## config.mk

```make
export PLATFORM = sky130hd
export DESIGN_NAME = imem_loader
export DESIGN_NICKNAME = d
export VERILOG_FILES = /design/src/rtl/imem_loader.sv
export SDC_FILE = /design/constraint.sdc
export NUM_CORES = 1
export LEC_CHECK = 0
export CORE_UTILIZATION = 40
export CTS_CLUSTER_DIAMETER = 150
export DETAILED_ROUTE_END_ITERATION = 12
export REMOVE_ABC_BUFFERS = 1
export SETUP_SLACK_MARGIN = 0.02
export SYNTH_ARGS = -nofsm -noshare
export SYNTH_HDL_FRONTEND = slang
export SYNTH_SLANG_ARGS = --single-unit
```

## constraint.sdc

```tcl
create_clock -name clk -period 3.3 [get_ports clk]
set_clock_uncertainty 0.2 [all_clocks]
set_input_delay 0.825 -clock clk [delete_from_list [all_inputs] [get_ports clk]]
set_output_delay 0.825 -clock clk [all_outputs]
set_load 0.05 [all_outputs]
```

## src/rtl/imem_loader.sv

```systemverilog
// Byte-stream loader for the 9-bit instruction memory: assembles low/high byte
// pairs and writes them to consecutive addresses, holding the core off while busy.
module imem_loader #(
  parameter int ADDR_WIDTH  = 12,
  parameter int INSTR_WIDTH = 9
) (
  input  logic                   clk,
  input  logic                   reset,
  input  logic                   start,
  input  logic [ADDR_WIDTH:0]    prog_len,
  input  logic [7:0]             in_data,
  input  logic                   in_valid,
  output logic                   in_ready,
  output logic                   wr_en,
  output logic [ADDR_WIDTH-1:0]  wr_addr,
  output logic [INSTR_WIDTH-1:0] wr_data,
  output logic                   busy,
  output logic                   done,
  output logic                   error
);

  typedef enum logic [2:0] {
    S_IDLE,
    S_LOW,
    S_HIGH,
    S_WRITE,
    S_DONE
  } state_t;

  localparam logic [ADDR_WIDTH:0] MAX_LEN = {1'b1, {ADDR_WIDTH{1'b0}}};

  state_t              state, state_d;
  logic [ADDR_WIDTH:0] count;
  logic [ADDR_WIDTH:0] length;
  logic [7:0]          low_byte;
  logic                len_ok;
  logic                accept;
  logic                frame_err;

  // count is one bit wider than the address so a full 4096-entry image is legal
  assign len_ok    = (prog_len != '0) && (prog_len <= MAX_LEN);
  assign accept    = in_valid && in_ready;
  assign frame_err = (in_data[7:1] != 7'd0);
  assign busy      = (state != S_IDLE);

  always_comb begin
    // NOTE: every output of this block gets a default first so no latch is inferred.
    state_d  = state;
    in_ready = 1'b0;
    case (state)
      S_IDLE:  if (start && len_ok) state_d = S_LOW;
      S_LOW: begin
        in_ready = 1'b1;
        if (in_valid) state_d = S_HIGH;
      end
      S_HIGH: begin
        in_ready = 1'b1;
        if (in_valid) state_d = frame_err ? S_IDLE : S_WRITE;
      end
      S_WRITE: state_d = (count + 1'b1 == length) ? S_DONE : S_LOW;
      S_DONE:  state_d = S_IDLE;
      default: state_d = S_IDLE;
    endcase
  end

  always_ff @(posedge clk) begin
    // NOTE: sequential state uses non-blocking assignments so every register
    // samples the pre-edge values regardless of statement order.
    if (reset) begin
      state    <= S_IDLE;
      count    <= '0;
      length   <= '0;
      low_byte <= '0;
      wr_en    <= 1'b0;
      wr_addr  <= '0;
      wr_data  <= '0;
      done     <= 1'b0;
      error    <= 1'b0;
    end else begin
      state <= state_d;
      wr_en <= (state_d == S_WRITE);
      done  <= (state_d == S_DONE);
      case (state)
        S_IDLE: begin
          if (start) begin
            if (len_ok) begin
              length <= prog_len;
              count  <= '0;
              error  <= 1'b0;
            end else begin
              error  <= 1'b1;
            end
          end
        end
        S_LOW: if (accept) low_byte <= in_data;
        S_HIGH: begin
          if (accept) begin
            if (frame_err) begin
              error <= 1'b1;
            end else begin
              wr_addr <= count[ADDR_WIDTH-1:0];
              wr_data <= {in_data[0], low_byte};
            end
          end
        end
        S_WRITE: count <= count + 1'b1;
        default: ;
      endcase
    end
  end

endmodule

```

==> impl_results.md <==
* Initial antenna violation count at 0
* # rows at 30
* Area grow syn2layout at 27.48%
* Via Count at 2546
* Initial Util at 41.52%
* Vias in the first global route at 2295
* Core Util, Final at 52.93%
* Crit Path Class: register to output port
* Worst min path class: register to register
* Worst hold endpoint: wr_data[4]$_SDFFE_PP0P_
* Worst Path Arrival at 1.92 ns
* Final Max Slew Viols at 0
* Final setup fails at 0
* R2R depth at 7
* R2r endpoint: state[0]$_SDFF_PP0_
* DR iter-0 viols at 129
* Fin nets at 419
* Share of layout cells above drive strength 1 at 8.586%
* Clk Latency, worst-skew pair at 0.33 ns
* Via/cell ratio at 5.175
* GPL Wtd Cong at 0.8494
* I/O pins at 51
* Final wirelength at 6.413 mm
* VDD IR max at 0.1961 mV
* Synthesis-stage register bit count at 61
* IO buf count at 50
* Post-CTS Setup Inserts at 0
* Area of the core at 6832 um2
* Outcome: complete, no violations
* Synth warnings at 0
* Seq/Total Area, Yosys at 43.05%
* Post-DP HPWL at 4.663 mm
* CTS tree: yes
* CTS sink cnt at 61
* Min-delay src: low_byte[4]$_SDFFE_PP0P_
* Library cells used by synthesis at 47
* Tcrit/Tclk final at 89.27%
* Async set or reset register ratio after synthesis at 0%
* CTS Buf Count at 9
* Leakage at 0.001235 uW
* Mean area per synthesized cell at 8.270 um2
* Hold Path Stages at 2
* Max-cap violations at 0
* Worst-Margin Slew at 0.6518 ns
* H-tree Lvls at 3
* R2R setup slack at 0.43 ns
* Startpoint Class: register
* CTS max path bufs at 2
* Unrepaired setup endpoints after global routing: false
* Fin cells at 492
* Clock Tree Root: clkbuf_8
* Commonest non-fill, non-tap cell in the layout: dfxtp_1
* Placed insts at 478
* Worst Setup End Kind: output port
* Crit-path max FO at 13
* Mapped Area at 2836 um2
* Min cycle time layout at 2.946 ns
* Die Width at 86.21 um
* First-pass GRT wire length at 10.81 mm
* DRT antenna net count at 0
* Number of flops mapped to enable cells by yosys at 0
* Die Area at 7432 um2
* Largest net degree at the start of global routing at 35
* Number of diodes at 0
* Fmax at 0.3394 GHz
* Final Hold Viols at 0
* Register clock-pin slew on the reported worst setup and hold paths at 0.07 ns
* Req. time, crit path at 2.27 ns
* Drt first pass iters at 4
* PwrDens at 422.3 nW/um2
* Post-Syn Instances at 343
* Total gr overflow at 0
* Commonest cells after routing, fill and taps aside: dfxtp_1 (61), nand2_1 (56), clkdlybuf4s50_1 (49)
* Hold Buf Count CTS at 0
* Routed WL per cell at 13.03 um
* Total track usage at 18.68%
* CTS resizes at 0
* Reg2Reg Launch Point: count[0]$_SDFFE_PP0P_
* DR DRC count at 0
* Relative slew slack at 56.55%
* Die H at 86.21 um
* Post-synth top flop: dfxtp_1
[synthesized netlist by cell type, drive strengths merged (2+ instances only)]
| library cell | number | area (um2) |
|---|---|---|
| dfxtp | 61 | 1221 |
| nand2 | 56 | 210.2 |
| nor2 | 40 | 150.1 |
| a21oi | 39 | 195.2 |
| mux2i | 19 | 190.2 |
| clkbuf | 15 | 56.30 |
| xnor2 | 11 | 96.34 |
| buf | 10 | 77.57 |
| o21ai | 10 | 50.05 |
| nor3 | 8 | 40.04 |
| xor2 | 8 | 70.07 |
| a311oi | 7 | 61.31 |
| nand3 | 6 | 35.03 |
| inv | 5 | 18.77 |
| nor4 | 5 | 31.28 |
| a31oi | 4 | 25.02 |
| and3 | 4 | 26.28 |
| nor4b | 3 | 26.28 |
| or4 | 3 | 26.27 |
| a211oi | 2 | 15.01 |
| nand3b | 2 | 15.01 |
| nand4 | 2 | 12.51 |
| nor2b | 2 | 12.51 |
| nor3b | 2 | 20.02 |
| o211ai | 2 | 15.01 |
| or3 | 2 | 12.51 |
[sequential cells by signal, summed over array words and instances, names as in the netlist]
register / flops
count: 13
done: 1
error: 1
length: 13
low_byte: 8
state: 3
wr_addr: 12
wr_data: 9
wr_en: 1
[how the worst max path moves through the flow]
| stage | start | endpoint | slack, ns | cells after the start |
|---|---|---|---|---|
| floorplan | in_data[4] | wr_addr[0]$_SDFFE_PP0P_ | -0.06 | 5 |
| global placement | in_data[4] | wr_addr[3]$_SDFFE_PP0P_ | 0.15 | 7 |
| detailed placement | in_data[4] | wr_addr[2]$_SDFFE_PP0P_ | 0.14 | 7 |
| CTS | state[0]$_SDFF_PP0_ | in_ready | 0.34 | 3 |
| global route | state[0]$_SDFF_PP0_ | in_ready | 0.26 | 3 |
| finish | state[0]$_SDFF_PP0_ | in_ready | 0.35 | 3 |
[per-layer routing]
metal	track usage, %	up-vias	wire length [um]
met5	0	-	0
met4	8.939	0	19
met3	3.429	2	352
met2	29.87	73	2940
met1	24.40	1162	3100
li1	-	1309	-
[metrics by stage]
step | worst slack [ns] | power, uW | setup TNS (ns) | hold WS, ns | cell area, um2
floorplan | -0.06131 | 842.8 | -1.288 | 0.2251 | 2703
global placement | 0.1464 | 912.9 | 0 | 0.2410 | 3436
detailed placement | 0.1428 | 914.5 | 0 | 0.2440 | 3436
CTS | 0.3398 | 1541 | 0 | 0.2466 | 3616
global route | 0.2608 | 1587 | 0 | 0.2693 | 3616
finish | 0.3540 | 1527 | 0 | 0.2432 | 3616
[layout make-up]
type | instances | area [um2]
Clock buffer | 12 | 145.1
Inverter | 6 | 23.77
Sequential cell | 61 | 1221
Timing Repair Buffer | 64 | 600.6
Multi-Input combinational cell | 251 | 1470
Clock inverter | 2 | 35.03
Fill cell | 680 | 3216
Tap cell | 96 | 120.1
[cell families after synthesis]
logic type / count (synthesis) / share of synthesized area (%)
AOI/OAI and AO/OA: 73 / 15.48
xor gates and xnor gates: 19 / 5.867
adders and majority gates: 1 / 0.4410
buffers and inverters: 31 / 5.558
DFF: 61 / 43.05
muxes: 19 / 6.705
and+or+nand+nor: 139 / 22.89
[where the power goes]
| group | total (uW) | internal (uW) | switching (uW) |
|---|---|---|---|
| clock network | 629 | 360 | 269 |
| logic | 136 | 67.2 | 69.2 |
| registers | 761 | 749 | 12.1 |
[critical path, cell delays in order (launching register included)]
cell	delay [ns]
dfxtp_1	0.56
xnor2_1	0.12
nor2_1	0.10
clkdlybuf4s50_1	0.81
Note: power is estimated with default switching activity, not from simulation.
